### config.mk
export PLATFORM = sky130hd
export DESIGN_NAME = inst_fetch_unit
export DESIGN_NICKNAME = d
export VERILOG_FILES = /design/src/rtl/fetch_pkg.sv /design/src/rtl/inst_fifo.sv /design/src/rtl/inst_fetch_unit.sv
export SDC_FILE = /design/constraint.sdc
export NUM_CORES = 1
export LEC_CHECK = 0
export ABC_AREA = 1
export CAP_MARGIN = 10
export CORE_ASPECT_RATIO = 0.8
export CORE_MARGIN = 4
export CORE_UTILIZATION = 45
export DETAILED_ROUTE_END_ITERATION = 6
export PLACE_DENSITY = 0.64
export SLEW_MARGIN = 20
export SYNTH_ARGS = -nofsm -noshare
export SYNTH_HDL_FRONTEND = slang
export SYNTH_SLANG_ARGS = --single-unit
### constraint.sdc
create_clock -name clka -period 1.97 [get_ports clka]
set_input_delay 0.394 -clock clka [delete_from_list [all_inputs] [get_ports clka]]
set_output_delay 0.394 -clock clka [all_outputs]
set_load 0.05 [all_outputs]
### src/rtl/fetch_pkg.sv
// Shared types for the instruction fetch slice: field widths, the assembled
// instruction record held in the fetch FIFO, and the word-pair phase.
package fetch_pkg;

    localparam int OP_W  = 8;
    localparam int REG_W = 8;
    localparam int ARG_W = 16;
    // Widest supported program-memory address; narrower PCs are zero-padded.
    localparam int PC_W  = 16;

    typedef struct packed {
        logic [OP_W-1:0]  op;
        logic [REG_W-1:0] reg_num;
        logic [ARG_W-1:0] arg;
        logic [PC_W-1:0]  pc;
    } inst_t;

    typedef enum logic {
        PH_HI,
        PH_LO
    } phase_t;

endpackage

### src/rtl/inst_fifo.sv
// Register-based instruction FIFO between fetch and decode. Flush wins over
// push/pop; a pushed entry becomes visible at the head the cycle after.
module inst_fifo
    import fetch_pkg::*;
#(
    parameter int DEPTH = 4,
    parameter int CNT_W = $clog2(DEPTH) + 1
) (
    input  logic             clka,
    input  logic             rst,
    input  logic             push,
    input  logic             pop,
    input  logic             flush,
    input  inst_t            push_data,
    output logic [CNT_W-1:0] count,
    output inst_t            head
);

    localparam int PTR_W = $clog2(DEPTH);

    inst_t            entries [DEPTH];
    logic [PTR_W-1:0] wr_ptr;
    logic [PTR_W-1:0] rd_ptr;
    logic             pop_ok;

    assign pop_ok = pop && (count != '0);
    assign head   = entries[rd_ptr];

    always_ff @(posedge clka or negedge rst) begin
        if (!rst) begin
            for (int i = 0; i < DEPTH; i++) begin
                entries[i] <= '0;
            end
            wr_ptr <= '0;
            rd_ptr <= '0;
            count  <= '0;
        end else if (flush) begin
            wr_ptr <= '0;
            rd_ptr <= '0;
            count  <= '0;
        end else begin
            // Fetch credits keep the FIFO from ever overflowing.
            if (push && !pop_ok) begin
                assert (count < CNT_W'(DEPTH));
            end
            if (push) begin
                entries[wr_ptr] <= push_data;
                wr_ptr          <= wr_ptr + PTR_W'(1);
            end
            if (pop_ok) begin
                rd_ptr <= rd_ptr + PTR_W'(1);
            end
            if (push && !pop_ok) begin
                count <= count + CNT_W'(1);
            end else if (pop_ok && !push) begin
                count <= count - CNT_W'(1);
            end
        end
    end

endmodule

### src/rtl/inst_fetch_unit.sv
// Fetch stage: reads 2-word instructions from program memory, assembles them
// and queues them for decode; a redirect flushes everything and restarts.
module inst_fetch_unit
    import fetch_pkg::*;
#(
    parameter int ADDR_W = 10,
    parameter int DATA_W = 16,
    parameter int DEPTH  = 4
) (
    input  logic              clka,
    input  logic              rst,
    output logic              mem_en,
    output logic [ADDR_W-1:0] mem_addr,
    input  logic [DATA_W-1:0] mem_dout,
    input  logic              redirect_valid,
    input  logic [ADDR_W-1:0] redirect_pc,
    output logic              inst_valid,
    input  logic              inst_ready,
    output logic [OP_W-1:0]   inst_op,
    output logic [REG_W-1:0]  inst_reg,
    output logic [ARG_W-1:0]  inst_arg,
    output logic [ADDR_W-1:0] inst_pc
);

    localparam int CNT_W = $clog2(DEPTH) + 1;

    phase_t            phase;
    phase_t            req_phase;
    phase_t            rsp_phase;
    logic [ADDR_W-1:0] pc;
    logic [ADDR_W-1:0] rsp_addr;
    logic              rsp_valid;
    logic [CNT_W-1:0]  pending;
    logic [CNT_W-1:0]  fifo_count;
    logic              half_valid;
    logic [OP_W-1:0]   half_op;
    logic [REG_W-1:0]  half_reg;
    logic [ADDR_W-1:0] half_pc;
    logic              credit_ok;
    logic              issue_hi;
    logic              push;
    logic              pop;
    inst_t             push_data;
    inst_t             head;

    always_comb begin
        credit_ok = ({1'b0, fifo_count} + {1'b0, pending}) < (CNT_W + 1)'(DEPTH);
        issue_hi  = (phase == PH_HI) && credit_ok;
        push      = rsp_valid && (rsp_phase == PH_LO) && half_valid;
        pop       = inst_valid && inst_ready;
        push_data         = '0;
        push_data.op      = half_op;
        push_data.reg_num = half_reg;
        push_data.arg     = ARG_W'(mem_dout);
        push_data.pc      = PC_W'(half_pc);
    end

    always_ff @(posedge clka or negedge rst) begin
        if (!rst) begin
            phase      <= PH_HI;
            pc         <= '0;
            mem_en     <= 1'b0;
            mem_addr   <= '0;
            req_phase  <= PH_HI;
            rsp_valid  <= 1'b0;
            rsp_phase  <= PH_HI;
            rsp_addr   <= '0;
            pending    <= '0;
            half_valid <= 1'b0;
            half_op    <= '0;
            half_reg   <= '0;
            half_pc    <= '0;
        end else if (redirect_valid) begin
            // Everything is flushed, so word0 of the target is issued at this
            // same edge; that keeps the first new push three edges away.
            phase      <= PH_LO;
            pc         <= redirect_pc + ADDR_W'(1);
            mem_en     <= 1'b1;
            mem_addr   <= redirect_pc;
            req_phase  <= PH_HI;
            rsp_valid  <= 1'b0;
            pending    <= CNT_W'(1);
            half_valid <= 1'b0;
        end else begin
            rsp_valid <= mem_en;
            rsp_phase <= req_phase;
            rsp_addr  <= mem_addr;

            if (phase == PH_LO) begin
                mem_en    <= 1'b1;
                mem_addr  <= pc;
                req_phase <= PH_LO;
                pc        <= pc + ADDR_W'(1);
                phase     <= PH_HI;
            end else if (credit_ok) begin
                mem_en    <= 1'b1;
                mem_addr  <= pc;
                req_phase <= PH_HI;
                pc        <= pc + ADDR_W'(1);
                phase     <= PH_LO;
            end else begin
                mem_en <= 1'b0;
            end

            if (rsp_valid && (rsp_phase == PH_HI)) begin
                half_valid <= 1'b1;
                half_op    <= mem_dout[OP_W+REG_W-1:REG_W];
                half_reg   <= mem_dout[REG_W-1:0];
                half_pc    <= rsp_addr;
            end else if (push) begin
                half_valid <= 1'b0;
            end

            pending <= pending + CNT_W'(issue_hi) - CNT_W'(push);
        end
    end

    inst_fifo #(
        .DEPTH (DEPTH),
        .CNT_W (CNT_W)
    ) u_fifo (
        .clka      (clka),
        .rst       (rst),
        .push      (push),
        .pop       (pop),
        .flush     (redirect_valid),
        .push_data (push_data),
        .count     (fifo_count),
        .head      (head)
    );

    assign inst_valid = (fifo_count != '0);
    assign inst_op    = head.op;
    assign inst_reg   = head.reg_num;
    assign inst_arg   = head.arg;
    assign inst_pc    = head.pc[ADDR_W-1:0];

    if (ADDR_W < PC_W) begin : g_pc_pad
        logic unused_pc_hi;
        assign unused_pc_hi = ^head.pc[PC_W-1:ADDR_W];
    end

endmodule

==> run_results.csv, run 1 <==
group,metric,value,unit
outcome,status,"complete, but fails checks",
outcome,failed_checks,"setup timing",
placement,post-place-ws,-0.228,ns
placement,routabilityCongestion,0.775,
timing,fmax,0.445,GHz
yosys,yosysTopAreaCell,"dfrtp_1",
yosys,syn-cell-area,10900,um2
finish,drive_gt1_share,24.7,%
detailed_routing,wirelength,26.0,mm
finish,area_growth,28.0,%
floorplanning,initial_utilization,46.1,%
cts,cts_tree,"built",
finish,nets,1317,
global_route,grt_max_degree,58,
detailed_routing,wl_per_cell,16.2,um
timing,post-route-min-period,2.25,ns
pwr,power_density,1490,nW/um2
timing,drv_slew,0,
yosys,syn-num-nets,1224,
placement,dp_hpwl,15.6,mm
timing,setup_viol,44,
placement,portBuffers,83,
floorplanning,die-area,26800,um2
critical_path,timing.rr.end,"pending[1]",
critical_path,worstSetupPathType,"reg2out",
critical_path,startpoint_type,"flip-flop",
critical_path,cp.arrival,1.85,ns
detailed_routing,detail-route-antenna-nets,0,
global_route,grt_pass1_wl,43.3,mm
cts,cts_buffers,25,
cts,clk_latency,0.51,ns
yosys,synth-edff-count,0,
critical_path,reg2reg_from,"u_fifo.count[2]",
finish,top_register,"u_fifo.entries",
critical_path,crit_required,1.58,ns
timing,final_hold_viol_count,0,
yosys,synth.area.top_cells,"dfrtp_1 55%, nand2_1 9.4%, o21ai_2 7.1%",
floorplanning,fp.dieW,182,um
floorplanning,ios,84,
detailed_routing,vias,8384,
timing,maxSlewHeadroom,66.3,%
detailed_routing,drt_pre_antenna_iters,5,
finish,antenna_cells,0,
yosys,yosys_register_bits,240,
cts,clkSinkCount,240,
timing,fin_skew,0.00954,ns
floorplanning,num_rows,50,
flow_run,cap_violations,0,
yosys,synth_cells,1183,
finish,largest_reg_flops,168,
timing,rsz0062_at_grt,"true",
yosys,async_flop_share,100,%
yosys,yosysWarnings,0,
critical_path,crit_fanout,34,
yosys,yosysTopAreaCellShare,55.0,%
cts,h-tree-depth,1,
yosys,yosysSeqAreaShare,55.0,%
critical_path,critPathCaptureType,"output pin",
floorplanning,dieHeight,147,um
timing,worstMarginPinSlew,0.507,ns
detailed_routing,drc,0,
global_route,antenna_found_initial,0,
detailed_routing,vias_per_cell,5.23,
critical_path,reg2reg_depth,9,
yosys,yosysMostFrequentCell,"nand2_1",
pwr,leakage,6.61,nW
yosys,syn_avg_cell_area,9.22,um2
cts,clk_pin_slew_worst_paths,0.06,ns
global_route,first_global_vias,7978,
yosys,ys_types,33,
yosys,synthTopCellsByCount,"274 x nand2_1, 240 x dfrtp_1, 138 x o21ai_0",
global_route,grt_usage,19.4,%
pwr,ir_worst_vdd,1.18,mV
timing,whs,0.360,ns
cts,clockRootBuffer,"clkbuf_16",
cts,cts_buffer_depth,3,
yosys,synthFlopType,"dfrtp_1",
detailed_routing,detail_route.iter0.violations,669,
timing,finalCritPeriodShare,114,%
min_path,worstHoldPathType,"in2async",
critical_path,r2r_slack,-0.16,ns
timing,setup_slack,-0.277,ns
floorplanning,core_area,23600,um2
global_route,grt.overflow.total,0,
==> cells by family (layout without fill, tap and decap cells) <==
kind of cell    Yosys count  in the layout  synth area share, %
fa+ha+maj                11             11                 1.40
xor+xnor                  3              3                0.241
flops                   240            240                 55.0
simple gates            419            419                 15.7
buf+inv                 152            261                 7.57
compound gates          358            358                 20.1
==> cell usage in the layout (no fill, tap or decap), types with 4 or more instances in the layout <==
cell	synthesis	layout
nor2_2	2	7
clkbuf_16	0	26
buf_6	30	4
o21ai_1	69	82
clkdlybuf4s50_1	0	28
buf_4	1	30
o21ai_2	89	89
ha_1	9	6
nand2_4	5	6
inv_1	73	68
nand2_2	3	4
inv_2	2	5
nand3_1	21	19
dlygate4sd2_1	0	11
a21oi_1	15	15
dfrtp_1	240	238
nand2_1	274	272
buf_12	0	64
o22ai_2	0	42
clkbuf_8	0	9
clkinv_2	0	8
nor2_1	105	99
o21ai_0	138	125
==> worst max path at each step <==
stage / startpoint / endpoint / depth (start not counted)
global placement: pending[2] / pending[1] / 9
CTS: u_fifo.rd_ptr[0] / inst_pc[7] / 5
finish: u_fifo.rd_ptr[0] / inst_op[1] / 5
global route: u_fifo.rd_ptr[0] / inst_reg[7] / 5
detailed placement: pending[2] / pending[1] / 9
floorplan: pending[2] / pending[1] / 9
==> metrics by stage <==
step / setup TNS (ns) / cells / cell area, um2 / util [%] / power [mW]
finish: -9.06 / 1604 / 14000 / 59.1 / 20.9
global route: -12.17 / 1604 / 14000 / 59.1 / 22.0
CTS: -9.87 / 1600 / 13900 / 58.6 / 20.8
detailed placement: -1.10 / 1552 / 12900 / 54.6 / 15.8
global placement: -0.646 / 1552 / 12900 / 54.6 / 15.7
floorplan: -0.100 / 1183 / 11200 / - / 11.9
==> layer usage <==
metal  track usage, %  part of all wire (%)  vias to the layer above
li1                 -                     -                     4104
met1             30.4                    50                     4072
met2             29.6                    45                      182
met3             2.23                   4.0                       26
met4             3.34                   1.5                        0
met5                0                     0                        -
==> worst max-delay path: stages, from the launching register on <==
cell and delay [ns]:
dfrtp_2 0.48, inv_4 0.13, buf_12 0.20, o21ai_0 0.12, o22ai_2 0.21, buf_12 0.18
==> area by class of cell <==
class                           count  area, um2
Clock buffer                       34        749
Clock inverter                      9       70.1
Fill cell                        2052       9680
Inverter                           76        293
Multi-Input combinational cell    791       4440
Sequential cell                   240       6010
Tap cell                          312        390
Timing Repair Buffer              142       2020
==> where the power goes <==
part	total (mW)	switching (mW)	internal (mW)
Clock	4.69	1.92	2.77
Sequential	6.53	0.605	5.93
Combinational	9.66	5.66	4.00
Total	20.9	8.18	12.7
==> repair_timing <==
item | CTS | global route
pin swaps | 11 | 8
endpoints found under the hold margin | 35 | 0
gates resized for setup | 33 | 27
setup endpoints to repair | 56 | 48
hold buffers | 1 | 0
cloned | 1 | 1
buffers inserted | 3 | 4
Power figures use the tool's default switching activity.
==> run 2, diff against run 1 <==
ABC_AREA = default   (was 1)
==> run_results.csv, run 2 <==
group,metric,value,unit
outcome,status,"complete, but fails checks",
outcome,failed_checks,"setup timing",
critical_path,r2r_slack,-0.09,ns
timing,rsz0062_at_grt,"true",
finish,layout.cells.non_filler,1153,
yosys,ys_types,40,
global_route,met1_usage,24.1,%
floorplanning,initial_utilization,45.8,%
min_path,worstHoldPathType,"in2reg",
cts,clockRootBuffer,"clkbuf_16",
finish,area_growth,26.1,%
timing,finalCritPeriodShare,121,%
cts,clkSinkCount,240,
yosys,yosysTopAreaCell,"dfrtp_1",
timing,worstMarginPinSlew,0.545,ns
floorplanning,num_rows,50,
timing,fin_tns_setup,-15.09,ns
timing,final_hold_viol_count,0,
cts,h-tree-depth,1,
cts,cts_tree,"built",
pwr,power_density,1420,nW/um2
finish,final_common_cell,"dfrtp_1",
detailed_routing,wl_per_cell,19.6,um
floorplanning,die-area,26400,um2
yosys,async_flop_share,100,%
timing,fmax,0.421,GHz
placement,routabilityCongestion,0.776,
critical_path,crit_fanout,7,
yosys,yosysSeqAreaShare,56.1,%
timing,setup_viol,44,
detailed_routing,detail-route-antenna-nets,0,
yosys,syn_avg_cell_area,15.7,um2
global_route,gr-usage-met2,29.6,%
placement,portBuffers,83,
finish,fin_util,57.7,%
global_route,grt_busiest_layer,"met2",
yosys,synthTopCellsByCount,"240 x dfrtp_1, 196 x mux2_2, 42 x mux4_2",
floorplanning,ios,84,
min_path,worst_hold_startpoint,"redirect_valid",
floorplanning,core_area,23400,um2
timing,fin_skew,0.0152,ns
critical_path,cp.arrival,1.98,ns
pwr,ir_worst_vdd,0.988,mV
detailed_routing,drc,0,
cts,cts_buffers,26,
placement,dp_hpwl,14.8,mm
critical_path,startpoint,"u_fifo.rd_ptr[0]",
cts,cts_buffer_depth,3,
yosys,syn-num-nets,724,
pwr,finalPower,19.1,mW
finish,antenna_cells,0,
yosys,synth_cells,683,
detailed_routing,vias_per_cell,5.31,
yosys,syn-cell-area,10700,um2
yosys,synth-edff-count,0,
finish,drive_gt1_share,50.9,%
global_route,grt_max_degree,68,
finish,top_register,"u_fifo.entries",
critical_path,worstSetupPathType,"reg2out",
timing,drv_slew,0,
placement,dp.cells,1088,
yosys,yosysTopAreaCellShare,56.1,%
pwr,leakage,6.44,nW
global_route,met3_usage,2.42,%
detailed_routing,wirelength,22.6,mm
critical_path,critPathCaptureType,"output pin",
placement,post-place-ws,-0.305,ns
critical_path,reg2reg_from,"u_fifo.count[2]",
yosys,synthFlopType,"dfrtp_1",
global_route,grt_usage,17.3,%
global_route,antenna_found_initial,0,
detailed_routing,drt_pre_antenna_iters,4,
yosys,yosysWarnings,0,
finish,largest_reg_flops,168,
global_route,grt.overflow.total,0,
global_route,grt_pass1_wl,37.4,mm
finish,layout_common_cells,"238 x dfrtp_1, 196 x mux2_2, 48 x buf_6",
floorplanning,fp.dieW,180,um
cts,clk_latency,0.52,ns
critical_path,startpoint_type,"flip-flop",
timing,maxSlewHeadroom,63.7,%
cts,clk_pin_slew_worst_paths,0.06,ns
floorplanning,dieHeight,146,um
finish,fillCellCount,1853,
timing,post-route-min-period,2.38,ns
finish,nets,864,
detailed_routing,vias,6117,
flow_run,cap_violations,0,
detailed_routing,detail_route.iter0.violations,320,
yosys,synth.area.top_cells,"dfrtp_1 56%, mux2_2 21%, mux4_2 8.8%",
global_route,first_global_vias,6908,
yosys,yosys_register_bits,240,
timing,setup_slack,-0.406,ns
critical_path,crit_required,1.58,ns
yosys,yosysMostFrequentCell,"dfrtp_1",
-- run 2: cell count changes after synthesis, moves of 13 or more --
cell	previous run	this run
o21ai_0	138	11
buf_6	30	17
inv_1	73	11
o21ai_1	69	0
mux2i_1	0	18
mux4_2	0	42
a21oi_1	15	2
mux2_2	0	196
clkbuf_1	34	6
o21ai_2	89	0
nand2_1	274	24
o22ai_1	42	1
nor2_1	105	13
-- run 2: what timing repair did --
item,CTS,global route
pin swaps,4,3
gates cloned,2,0
hold endpoints to repair,60,0
resized for setup,75,19
endpoints found under the setup margin,51,58
buffers inserted,16,5
hold buffers,1,0
-- run 2: area by class of cell --
| cell class | instances | area, um2 | area share, % |
|---|---|---|---|
| flip-flops and latches | 240 | 6010 | 44.5 |
| well taps | 312 | 390 | 2.89 |
| clock inverters | 7 | 66.3 | 0.491 |
| inverters | 11 | 41.3 | 0.306 |
| repair buffers | 150 | 1740 | 12.9 |
| clock buffers | 39 | 791 | 5.86 |
| multi-input cells | 394 | 4460 | 33.0 |
-- run 2: path summary, 6_finish.rpt --
| check | cells after the start | to |
|---|---|---|
| worst max-delay path | 4 | inst_op[5] |
| worst min-delay path | 3 | pc[2] |
| worst max register to register | 9 | pending[1] |
| worst min register to register | 1 | u_fifo.entries[2] |
| max in group asynchronous | 3 | u_fifo.entries[43] |
| min in group asynchronous | 2 | u_fifo.entries[4] |
-- run 2: report_power, final --
group          internal (mW)  switching, mW  total [mW]
sequential              5.93          0.823        6.75
clock                   2.89           1.90        4.80
combinational           3.67           3.93        7.60
total                   12.5           6.65        19.1
-- run 2: cells by family after synthesis --
logic type               share of synthesized area [%]
AO/OA/AOI/OAI                                     1.28
XOR/XNOR                                          1.96
adder cells (fa/ha/maj)                           1.43
buffers and inverters                             3.17
flip-flops                                        56.1
multiplexers                                      32.7
AND/OR/NAND/NOR                                   3.40
-- run 2: metal layers --
| metal | wire length, um | up-vias |
|---|---|---|
| li1 | - | 2771 |
| met5 | 0 | - |
| met4 | 369 | 0 |
| met2 | 11300 | 78 |
| met1 | 10300 | 3238 |
| met3 | 577 | 30 |
-- run 2: per-stage QoR --
stage                     hold slack [ns]  area, um2
after CTS                           0.345      13400
after global placement              0.385      12100
after global routing                0.376      13500
after floorplan                    0.0984      10700
final                               0.367      13500
after detailed placement            0.393      12100
-- run 2: worst max-delay path: stages (launching register included) --
cell and delay (ns):
dfrtp_4 0.51, buf_6 0.15, buf_12 0.14, mux4_2 0.49, buf_8 0.18
==> run 3, diff against run 2 <==
CORE_ASPECT_RATIO = 1.5   (was 0.8)
==> run_results.csv, run 3 (synthesis results as in run 2) <==
group,metric,value,unit
outcome,status,"complete, but fails checks",
outcome,failed_checks,"setup timing",
pwr,switching_share,35.2,%
finish,largest_reg_flops,168,
timing,maxSlewHeadroom,64.4,%
finish,nets,859,
pwr,comb_power_share,40.9,%
cts,cts_buffers,24,
pwr,leakage,6.39,nW
timing,post-route-min-period,2.37,ns
timing,rsz0062_at_grt,"true",
floorplanning,die-area,26400,um2
critical_path,worstSetupPathType,"reg2out",
finish,top_register,"u_fifo.entries",
critical_path,crit_fanout,6,
detailed_routing,detail-route-antenna-nets,0,
finish,drive_gt1_share,49.2,%
cts,clkSinkCount,240,
finish,final_common_cell,"dfrtp_1",
timing,fin_skew,0.0119,ns
min_path,worst_hold_startpoint,"redirect_valid",
global_route,grt_pass1_wl,37.8,mm
global_route,grt_max_degree,66,
flow_run,cap_violations,0,
critical_path,startpoint_type,"flip-flop",
cts,clk_latency,0.51,ns
cts,cts_buffer_depth,3,
cts,clk_pin_slew_worst_paths,0.06,ns
finish,antenna_cells,0,
timing,setup_viol,44,
placement,portBuffers,83,
timing,fin_tns_setup,-15.46,ns
finish,layout.cells.non_filler,1150,
cts,clockRootBuffer,"clkbuf_16",
detailed_routing,wirelength,23.1,mm
placement,dp.cells,1086,
finish,area_growth,25.2,%
global_route,antenna_found_initial,0,
global_route,grt_usage,17.9,%
global_route,grt.overflow.total,0,
critical_path,critPathCaptureType,"output pin",
placement,dp_hpwl,14.9,mm
pwr,ir_worst_vdd,0.813,mV
pwr,p_int,12.1,mW
timing,fmax,0.421,GHz
critical_path,cp.arrival,1.98,ns
timing,drv_slew,0,
pwr,pwr-share-seq,35.8,%
critical_path,crit_required,1.58,ns
detailed_routing,vias_per_cell,5.32,
timing,setup_slack,-0.405,ns
placement,routabilityCongestion,0.830,
floorplanning,initial_utilization,46.1,%
critical_path,startpoint,"u_fifo.rd_ptr[0]",
critical_path,reg2reg_from,"pending[2]",
pwr,power_density,1400,nW/um2
floorplanning,fp.dieW,134,um
detailed_routing,detail_route.iter0.violations,213,
floorplanning,num_rows,68,
cts,h-tree-depth,1,
min_path,worstHoldPathType,"in2reg",
timing,final_hold_viol_count,0,
placement,post-place-ws,-0.230,ns
critical_path,r2r_slack,-0.23,ns
pwr,p_switching,6.60,mW
detailed_routing,vias,6120,
timing,finalCritPeriodShare,121,%
detailed_routing,drc,0,
detailed_routing,drt_pre_antenna_iters,4,
finish,layout_common_cells,"238 x dfrtp_1, 196 x mux2_2, 46 x buf_6",
floorplanning,dieHeight,197,um
cts,cts_tree,"built",
pwr,pwr-share-clk,23.4,%
floorplanning,core_area,23200,um2
floorplanning,ios,84,
timing,worstMarginPinSlew,0.534,ns
global_route,first_global_vias,7002,
detailed_routing,wl_per_cell,20.1,um
pwr,finalPower,18.7,mW
==> run 3: cell count changes in the layout (fill, tap and decap cells not counted), moves of 3 or more <==
cell,delta
o21ai_0,-9
o21ai_1,+9
buf_16,+4
buf_12,-3
ha_4,-3
clkbuf_8,-5
buf_4,-5
ha_1,+4
==> run 3: repair_timing <==
| action | 4_1_cts | 5_1_grt |
|---|---|---|
| hold endpoints to repair | 59 | 0 |
| setup buffers | 19 | 1 |
| cloned | 5 | 2 |
| gates resized for setup | 85 | 8 |
| pin swaps | 5 | 4 |
| hold buffers | 1 | 0 |
| setup endpoints to repair | 51 | 67 |
==> run 3: cell type report <==
cell class | instances | area (um2)
tap | 315 | 394
clock buffer | 34 | 679
fill | 1846 | 9820
sequential | 240 | 6010
multi-input combinational | 394 | 4410
inverter | 11 | 41.3
timing repair buffer | 147 | 1800
clock inverter | 9 | 73.8
==> run 3: routing by layer <==
metal	global-route usage, %	up-vias	routed length [um]
met5	0	-	0
met4	4.12	0	433
met3	3.12	36	909
met2	33.2	97	12500
met1	21.7	3229	9300
li1	-	2758	-
==> run 3: path summary, 6_finish.rpt <==
path / to / depth (start not counted)
max: inst_reg[5] / 4
min: u_fifo.rd_ptr[1] / 3
max reg2reg: pending[1] / 9
min reg2reg: u_fifo.entries[30] / 1
max in group asynchronous: u_fifo.entries[145] / 3
min in group asynchronous: u_fifo.entries[122] / 2
==> run 3: worst max-delay path, stage by stage (launching register included) <==
cell	delay, ns
dfrtp_4	0.45
buf_8	0.14
buf_16	0.14
mux4_2	0.56
buf_8	0.18
==> run 3: through the flow <==
| stage | utilization [%] | instance area, um2 | hold slack [ns] |
|---|---|---|---|
| 2_1_floorplan | - | 10700 | 0.0984 |
| 4_1_cts | 57.5 | 13400 | 0.392 |
| 6_report | 57.7 | 13400 | 0.404 |
| 5_1_grt | 57.7 | 13400 | 0.414 |
| 3_5_place_dp | 52.1 | 12100 | 0.398 |
| 3_3_place_gp | 52.1 | 12100 | 0.383 |
==> run 3: power by group through the flow <==
stage	logic (mW)	clock network, mW	registers (mW)
after CTS	7.70	4.50	6.71
after floorplan	4.36	0	6.72
after global placement	6.32	0	6.69
after detailed placement	6.44	0	6.80
final	7.66	4.38	6.71
after global routing	8.10	4.71	6.86
